### config.mk
export PLATFORM = sky130hd
export DESIGN_NAME = filt_mem_server
export DESIGN_NICKNAME = d
export VERILOG_FILES = /design/src/rtl/filt_mem_server_pkg.sv /design/src/rtl/filt_mem_server_sample_ram.sv /design/src/rtl/filt_mem_server.sv
export SDC_FILE = /design/constraint.sdc
export NUM_CORES = 2
export LEC_CHECK = 0
export ABC_AREA = 0
export BUFFER_PORTS_ARGS = -buffer_cell sky130_fd_sc_hd__buf_2
export CELL_PAD_IN_SITES_DETAIL_PLACEMENT = 0
export CELL_PAD_IN_SITES_GLOBAL_PLACEMENT = 1
export CORE_UTILIZATION = 30
export CTS_CLUSTER_SIZE = 20
export DETAILED_ROUTE_END_ITERATION = 10
export GPL_TIMING_DRIVEN = 0
export PLACE_DENSITY = 0.64
export SLEW_MARGIN = 10
export SYNTH_ARGS = -nofsm -noshare
export SYNTH_HDL_FRONTEND = slang
export SYNTH_SLANG_ARGS = --single-unit
### constraint.sdc
create_clock -name clk -period 26.2 [get_ports clk]
set_input_delay 2.62 -clock clk [delete_from_list [all_inputs] [get_ports clk]]
set_output_delay 2.62 -clock clk [all_outputs]
set_load 0.1 [all_outputs]
### src/rtl/filt_mem_server_pkg.sv
// Shared definitions for the FIR memory/control server.
// Holds the FSM state type and the default geometry of the filter memories.
package filt_mem_server_pkg;

  typedef enum logic [1:0] {
    StIdle     = 2'd0,
    StStart    = 2'd1,
    StWaitDone = 2'd2,
    StOutput   = 2'd3
  } state_e;

  localparam int unsigned DefM        = 23;
  localparam int unsigned DefAddrSize = 5;
  localparam int unsigned DefDataSize = 16;
  localparam int unsigned DefCoefSize = 32;
  localparam int unsigned DefTimeout  = 255;

endpackage

### src/rtl/filt_mem_server_sample_ram.sv
// M-entry sample ring addressed by logical age (k = 0 is the newest sample).
// Ports:
//   clk, rst            clock, asynchronous active-high reset
//   push, push_data     store a new sample (advances head, grows fill up to M)
//   rd_ce, rd_addr      read enable and logical index k
//   rd_data             registered read data; 0 for k >= fill or k >= M; holds when rd_ce = 0
// Storage contents are not cleared by reset; fill = 0 masks stale entries instead.
module filt_mem_server_sample_ram
  import filt_mem_server_pkg::*;
#(
  parameter int unsigned M         = DefM,
  parameter int unsigned ADDR_SIZE = DefAddrSize,
  parameter int unsigned DATA_SIZE = DefDataSize
) (
  input  logic                 clk,
  input  logic                 rst,
  input  logic                 push,
  input  logic [DATA_SIZE-1:0] push_data,
  input  logic                 rd_ce,
  input  logic [ADDR_SIZE-1:0] rd_addr,
  output logic [DATA_SIZE-1:0] rd_data
);

  localparam logic [ADDR_SIZE-1:0] MW    = ADDR_SIZE'(M);
  localparam logic [ADDR_SIZE-1:0] MLast = ADDR_SIZE'(M - 1);

  logic [DATA_SIZE-1:0] ram [M];
  logic [ADDR_SIZE-1:0] head_q, head_nxt;
  logic [ADDR_SIZE-1:0] fill_q;
  logic [ADDR_SIZE-1:0] phys;
  logic                 hit;
  logic [DATA_SIZE-1:0] rd_q;

  assign head_nxt = (head_q == MLast) ? '0 : head_q + 1'b1;

  always_ff @(posedge clk or posedge rst) begin
    if (rst) begin
      head_q <= MLast;
      fill_q <= '0;
    end else if (push) begin
      head_q <= head_nxt;
      if (fill_q != MW) fill_q <= fill_q + 1'b1;
    end
  end

  always_ff @(posedge clk) begin
    if (push) ram[head_nxt] <= push_data;
  end

  // When k > head the modular result head + M - k is below M, so plain
  // ADDR_SIZE-bit arithmetic is exact in both branches.
  assign phys = (rd_addr <= head_q) ? head_q - rd_addr : head_q + MW - rd_addr;
  assign hit  = (rd_addr < fill_q) && (rd_addr < MW);

  always_ff @(posedge clk or posedge rst) begin
    if (rst) begin
      rd_q <= '0;
    end else if (rd_ce) begin
      rd_q <= hit ? ram[phys] : '0;
    end
  end

  assign rd_data = rd_q;

endmodule

### src/rtl/filt_mem_server.sv
// Memory/control server for an HLS FIR core with ap_ctrl_hs + ap_memory ports.
// Accepts one sample per s handshake into a sample ring, starts the core, serves its
// sample/coefficient reads, and returns ap_return on the m stream.
// Ports:
//   clk, rst                      clock, asynchronous active-high reset
//   s_valid/s_ready/s_data        sample input stream
//   m_valid/m_ready/m_data        result output stream
//   timeout_err                   result is a timeout substitute
//   coef_we/coef_addr/coef_wdata  coefficient write (IDLE only, addr < M)
//   ap_start, ap_done/idle/ready  core control
//   ap_return                     core result
//   x_ant_*, x_coefs_*            core-side sample and coefficient read ports
//   busy                          FSM not idle
// Build option: FILT_TIMEOUT_EN adds a WAIT_DONE watchdog of TIMEOUT cycles.
module filt_mem_server
  import filt_mem_server_pkg::*;
#(
  parameter int unsigned M         = DefM,
  parameter int unsigned ADDR_SIZE = DefAddrSize,
  parameter int unsigned DATA_SIZE = DefDataSize,
  parameter int unsigned COEF_SIZE = DefCoefSize,
  parameter int unsigned TIMEOUT   = DefTimeout
) (
  input  logic                 clk,
  input  logic                 rst,
  input  logic                 s_valid,
  output logic                 s_ready,
  input  logic [DATA_SIZE-1:0] s_data,
  output logic                 m_valid,
  input  logic                 m_ready,
  output logic [DATA_SIZE-1:0] m_data,
  output logic                 timeout_err,
  input  logic                 coef_we,
  input  logic [ADDR_SIZE-1:0] coef_addr,
  input  logic [COEF_SIZE-1:0] coef_wdata,
  output logic                 ap_start,
  input  logic                 ap_done,
  input  logic                 ap_idle,
  input  logic                 ap_ready,
  input  logic [DATA_SIZE-1:0] ap_return,
  input  logic [ADDR_SIZE-1:0] x_ant_address0,
  input  logic                 x_ant_ce0,
  output logic [DATA_SIZE-1:0] x_ant_q0,
  input  logic [ADDR_SIZE-1:0] x_coefs_address0,
  input  logic                 x_coefs_ce0,
  output logic [COEF_SIZE-1:0] x_coefs_q0,
  output logic                 busy
);

  localparam logic [ADDR_SIZE-1:0] MW = ADDR_SIZE'(M);

  state_e               state_q, state_d;
  logic [DATA_SIZE-1:0] m_data_q, m_data_d;
  logic [COEF_SIZE-1:0] coef_q [M];
  logic [COEF_SIZE-1:0] coef_rd_q;
  logic                 push;
  logic                 timeout_hit;

  assign s_ready  = (state_q == StIdle) && !rst;
  assign push     = s_valid && s_ready;
  assign ap_start = (state_q == StStart);
  assign m_valid  = (state_q == StOutput);
  assign busy     = (state_q != StIdle);
  assign m_data   = m_data_q;

  filt_mem_server_sample_ram #(
    .M         (M),
    .ADDR_SIZE (ADDR_SIZE),
    .DATA_SIZE (DATA_SIZE)
  ) u_sample_ram (
    .clk       (clk),
    .rst       (rst),
    .push      (push),
    .push_data (s_data),
    .rd_ce     (x_ant_ce0),
    .rd_addr   (x_ant_address0),
    .rd_data   (x_ant_q0)
  );

  always_comb begin
    state_d  = state_q;
    m_data_d = m_data_q;
    unique case (state_q)
      StIdle: if (push) state_d = StStart;
      StStart: begin
        if (ap_ready) begin
          if (ap_done) begin
            m_data_d = ap_return;
            state_d  = StOutput;
          end else begin
            state_d = StWaitDone;
          end
        end
      end
      StWaitDone: begin
        if (ap_done) begin
          m_data_d = ap_return;
          state_d  = StOutput;
        end else if (timeout_hit) begin
          m_data_d = '0;
          state_d  = StOutput;
        end
      end
      StOutput: if (m_ready) state_d = StIdle;
      default: state_d = StIdle;
    endcase
  end

  always_ff @(posedge clk or posedge rst) begin
    if (rst) begin
      state_q  <= StIdle;
      m_data_q <= '0;
    end else begin
      state_q  <= state_d;
      m_data_q <= m_data_d;
    end
  end

  // Coefficient register file: writes only while idle so the core never sees it change.
  always_ff @(posedge clk or posedge rst) begin
    if (rst) begin
      for (int i = 0; i < int'(M); i++) coef_q[i] <= '0;
      coef_rd_q <= '0;
    end else begin
      if (coef_we && (state_q == StIdle) && (coef_addr < MW)) coef_q[coef_addr] <= coef_wdata;
      if (x_coefs_ce0) coef_rd_q <= (x_coefs_address0 < MW) ? coef_q[x_coefs_address0] : '0;
    end
  end

  assign x_coefs_q0 = coef_rd_q;

`ifdef FILT_TIMEOUT_EN
  localparam int unsigned CntW = $clog2(TIMEOUT + 1);

  logic [CntW-1:0] cnt_q;
  logic            terr_q;

  // Fires on the TIMEOUT-th cycle spent in WAIT_DONE.
  assign timeout_hit = (cnt_q == CntW'(TIMEOUT - 1));

  always_ff @(posedge clk or posedge rst) begin
    if (rst) begin
      cnt_q  <= '0;
      terr_q <= 1'b0;
    end else begin
      cnt_q <= (state_q == StWaitDone) ? cnt_q + 1'b1 : '0;
      if ((state_q == StWaitDone) && !ap_done && timeout_hit) begin
        terr_q <= 1'b1;
      end else if ((state_q == StOutput) && m_ready) begin
        terr_q <= 1'b0;
      end
    end
  end

  assign timeout_err = terr_q;

  logic unused_inputs;
  assign unused_inputs = ap_idle;
`else
  assign timeout_hit = 1'b0;
  assign timeout_err = 1'b0;

  logic unused_inputs;
  assign unused_inputs = ap_idle ^ (TIMEOUT == 0);
`endif

endmodule

### Word-level counts from Yosys, hierarchy flattened

Memory sizes are Yosys's and may differ from the RTL's.
Cells that the tools add are included.

| storage, ports and cells | value |
|---|---|
| register bits | 812 |
| RAM bits | 368 |
| output and inout bits | 69 |
| memories kept | 1 |
| logic and storage cells | 88 |

| operators by class | value |
|---|---|
| add/subtract/negate cells | 5 |
| reductions and logical operators | 13 |
| muxes and demuxes | 21 |
| equal/unequal tests | 9 |
| bitwise operators | 2 |
| $lt $le $gt $ge | 8 |

Memories:

| name | words | bits a word | rd ports | clocked after memory_dff | wr ports | RTL line | text |
|---|---|---|---|---|---|---|---|
| u_sample_ram.ram | 23 | 16 | 1 | 0 | 1 | filt_mem_server_sample_ram.sv:27 | `logic [DATA_SIZE-1:0] ram [M];` |

Operator list:

| operator | number |
|---|---|
| 736-bit bitwise mux | 1 |
| 32-bit binary-select mux with 5-bit select | 1 |
| 32-bit demux with 5-bit select | 1 |
| 32-bit two-way mux | 4 |
| 16-bit two-way mux | 3 |
| 16-bit case mux with 2 select lines | 1 |
| 5-bit less-than comparator, second input constant | 3 |
| 6-bit >= comparator, second input constant | 2 |
| 5-bit inverter with 6-bit output | 2 |
| 5-bit by 1-bit adder with 5-bit output, second input constant | 2 |
| 5-bit two-way mux | 2 |
| 5-bit subtractor | 2 |
| 2-bit two-way mux | 4 |
| 2-bit case mux with 4 select lines | 1 |
| 1-bit logical AND | 6 |
| 6-bit by 1-bit less-than comparator with 1-bit output, second input constant | 1 |
| 5-bit adder, second input constant | 1 |
| 5-bit equality test, second input constant | 1 |
| 5-bit <= comparator | 1 |
| 5-bit less-than comparator | 1 |
| 5-bit inequality test, second input constant | 1 |
| 2-bit equality test, second input constant | 2 |
| 2-bit by 1-bit inequality test with 1-bit output, second input constant | 2 |
| 2-bit inequality test, second input constant | 2 |
| 7 further kinds | 11 |

### Depth between registers and ports, before layout

| logic depth | value |
|---|---|
| word-level depth | 6 |
| gate-level depth with buffers | 14 |
| mapped depth without buffers | 12 |

### Hierarchy

A second synthesis with hierarchy kept.

| unflattened totals | value |
|---|---|
| cell total of the unflattened synthesis | 3,619 |
| area total of the unflattened synthesis | 52,486.6 sq um |

Modules (own cells, without submodules):

| module | cells an instance | area an instance (sq um) | sequential area each (sq um) | instances |
|---|---|---|---|---|
| filt_mem_server | 2,427 | 35,481.5 | 19,668.9 | 1 |
| filt_mem_server_sample_ram | 1,192 | 17,005.1 | 11,705.0 | 1 |

### Worst setup path before layout

OpenSTA, ideal clock, no wires.

| timing path | value |
|---|---|
| path kind | input to register |
| from | in rst |
| to | mem u_sample_ram.ram[22][0] (netlist name), enable pin |
| path slack | 3.485 ns |
| arrival time | 22.326 ns |
| cell stages on the path | 7 |
| cells stage by stage | inv_1 > and3_1 > clkbuf_1 > nand2_1 > or3_1 > clkbuf_1 > nor2_1 |

| between the ends | value |
|---|---|
| word-level cells in the longest chain between the ends | 5 |

RTL lines:

| item | RTL line | text |
|---|---|---|
| start, declared | filt_mem_server.sv:25 | `input logic rst,` |
| 1-bit zero test (no source line) | -- |  |
| 1-bit logical AND | filt_mem_server.sv:59 | `assign s_ready = (state_q == StIdle) && !rst;` |
| 1-bit logical AND | filt_mem_server.sv:60 | `assign push = s_valid && s_ready;` |
| 1-bit two-way mux | filt_mem_server_sample_ram.sv:47 | `if (push) ram[head_nxt] <= push_data;` |
| 1-bit two-way mux (implied by the code) | filt_mem_server_sample_ram.sv:47 |  |
| end, declared | filt_mem_server_sample_ram.sv:27 |  |

Every way passes these cells.

### Final worst setup path

| timing path | value |
|---|---|
| from | in rst |
| to | out s_ready |

| between the ends | value |
|---|---|
| word-level cells in the longest chain between the ends | 2 |

RTL lines:

| item | RTL line | text |
|---|---|---|
| 1-bit zero test (no source line) | -- |  |
| 1-bit logical AND | filt_mem_server.sv:59 |  |
| end, declared | filt_mem_server.sv:27 | `output logic s_ready,` |

Every way passes these cells.

==> metrics.txt <==
MaxCap Viol Count=0; Reg2Reg Depth=12; dpl hpwl=103.7 mm; reg2reg start=u_sample_ram.head_q[1]$_DFFE_PP1P_; max incr delay on CP=0.45 ns; Post-Synthesis Cells=3446; fin crit period=5.949 ns; CTS tree=yes; number of global-route vias before repair=32820; hold_sp=coef_q[75]$_DFFE_PP0P_; clock sink total=1180; Hold Vio Cnt, Final=0; hold path cells=1; Avg Vias per Cell=5.094; GR peak layer=met2; required time of the critical path=23.58 ns; Critical Path Most Common Cell=buf_2; WL per Instance=24.70 um; Fill cells=16770; Top delay family on crit path=buffers and inverters; pin count of the biggest net entering global routing=105; Tightest Pin Transition=1.320 ns; Core ar.=174000 sq um; # resized after CTS=0; CTS Buf Count=131; RSZ-0062 raised after global routing=false; GRT met3 Usage=3.302%; nets=3871; Post-CTS Setup Inserts=0; most frequent cells in the layout=dfrtp_1 (809), mux2_2 (746), edfxtp_1 (368); HP Class=reg -> reg; Rows=153; Cell Area, Synth=52590 sq um; CTS Hold Bufs=0; initial antenna violation count=19; GPL Wtd Cong=0.7941; Finished Cell Area=61270 sq um; main flop type after synthesis=dfrtp_1; reg-to-reg setup timing slack=21.89 ns; FF-to-FF End=u_sample_ram.rd_data[7]$_DFFE_PP0P_; period utilization=22.71%; worst-path fanout max=2; crit path cell chain=buf_2 -> nor2_1 -> buf_2; Final ANT Viol Nets=0; Mapped Nets=3561; fmax=0.1681 GHz; slew margin rel.=11.98%; final setup vio count=0; global-route wire length before repair=225.3 mm; leak pwr=0.02608 uW; Vias=31490; input/output buffers=152; Final Max Tran Viols=0; critical path type=in -> out; Worst Hold End=coef_q[75]$_DFFE_PP0P_; Power Dens Cells=95.59 nW/um^2; root buf cell=clkbuf_16; Detailed Route WL=152.7 mm; met2 GRT Util=28.90%; Starting Density=30.22%; Ys Warns=0; CP Launch Type=primary input; sequential-to-total area share from yosys stat=59.66%; DP Area=56830 sq um; Die H=420.7 um; Clock Latency Late Sink=0.77 ns; worst vdd ir=0.06929 mV; All-Layer GR Usage=17.40%; outcome=finished clean; CTS Buffer Depth=3; Yosys reg bits=1180; Util after Layout=35.21%; layout overhead on the synthesized area=16.52%; met1 global-route usage=22.98%; global route overflow=0; # DRC=0; DR iter-0 viols=2049; CP Capture Type=primary output; die area=177000 sq um; H-tree Lvls=4; post-synth cell types=70; Post-Syn Area per Cell=15.26 sq um; Worst Path Arrival=3.33 ns; Die X=420.7 um; # IOs=158; commonest non-fill, non-tap cell in the layout=dfrtp_1; asr flop ratio synth=68.81%; WP buf/inv=2; clk_skew=0.02418 ns; clk slew on worst S/H paths=0.06 ns; layout cells sized above 1=37.43%; TritonRoute pass-1 iters=5; dpl ws=19.65 ns; worst setup margin=20.25 ns; number of synthesized flops with an enable pin=368; CP max stage cell=buf_2
[state kept, by name, summed over array words and instances, names as in the netlist]
| name | flops |
|---|---|
| u_sample_ram.rd_data | 16 |
| x_coefs_q0 | 32 |
| u_sample_ram.fill_q | 5 |
| coef_q | 736 |
| state_q | 2 |
| m_data | 16 |
| u_sample_ram.head_q | 5 |
| u_sample_ram.ram | 368 |
[per-stage QoR]
stage	power (uW)	TNS [ns]	std cells	hold slack (ns)
after detailed placement	3997	0	5948	0.4803
after CTS	5910	0	6178	0.4943
final	5857	0	6181	0.4925
after global routing	6120	0	6179	0.4968
after floorplan	3519	0	3446	0.4595
after global placement	3975	-9393.35	5923	0.4731
[worst max path at each step]
stage	slack (ns)	depth (start not counted)	from	end
6_report	20.25	3	rst	s_ready
5_1_grt	20.24	3	rst	s_ready
4_1_cts	20.25	3	rst	s_ready
2_1_floorplan	0.77	1	rst	coef_q[0]$_DFFE_PP0P_
3_5_place_dp	19.65	14	x_ant_address0[1]	u_sample_ram.rd_data[7]$_DFFE_PP0P_
3_3_place_gp	-9.39	2	rst	coef_q[631]$_DFFE_PP0P_
[routing by layer]
metal,wire length (um),up-vias
li1,-,13760
met1,66840,16760
met2,74350,715
met3,7277,243
met4,4140,10
met5,63,-
[synthesized netlist by cell type, types with 22 or more instances]
cell / number / area [sq um]
a21oi_1: 42 / 210.2
mux2_2: 746 / 8401
buf_1: 66 / 247.7
inv_1: 62 / 232.7
mux4_2: 201 / 4527
edfxtp_1: 368 / 11050
nor4_1: 32 / 200.2
buf_2: 53 / 265.3
o221ai_1: 59 / 516.8
nor3_1: 29 / 145.1
mux2i_1: 166 / 1662
nor2_1: 100 / 375.4
o22ai_1: 79 / 494.2
o21ai_0: 64 / 320.3
ha_1: 22 / 275.3
a211oi_1: 59 / 442.9
nor2b_1: 46 / 287.8
clkbuf_1: 167 / 626.9
nand2_1: 74 / 277.8
dfrtp_1: 809 / 20240
[where the power goes]
group	switching, uW	total, uW	leakage [uW]	internal [uW]
registers	126	2280	0.0144	2150
logic	1020	1680	0.00951	662
clock network	782	1900	0.00218	1120
[area by class of cell]
cell class                      count  area, sq um  area share, %
Sequential cell                  1180        31370          51.20
Clock buffer                      179         3732          6.091
Multi-Input combinational cell   1913        19890          32.47
Antenna cell                        3        7.507        0.01225
Inverter                           63        244.0         0.3982
Buffer                            290         1174          1.915
Tap cell                         2325         2909          4.748
Timing Repair Buffer              177         1236          2.017
Clock inverter                     51        703.2          1.148
[logic make-up after synthesis]
group / after synthesis / synth area share, %
DFF: 1180 / 59.66
xor gates and xnor gates: 12 / 0.1999
other: 1 / 0.007131
AOI/OAI and AO/OA: 411 / 5.546
adders and majority gates: 26 / 0.6757
muxes: 1121 / 27.91
and+or+nand+nor: 342 / 3.322
buffers and inverters: 353 / 2.674
(Power assumes the default switching activity.)
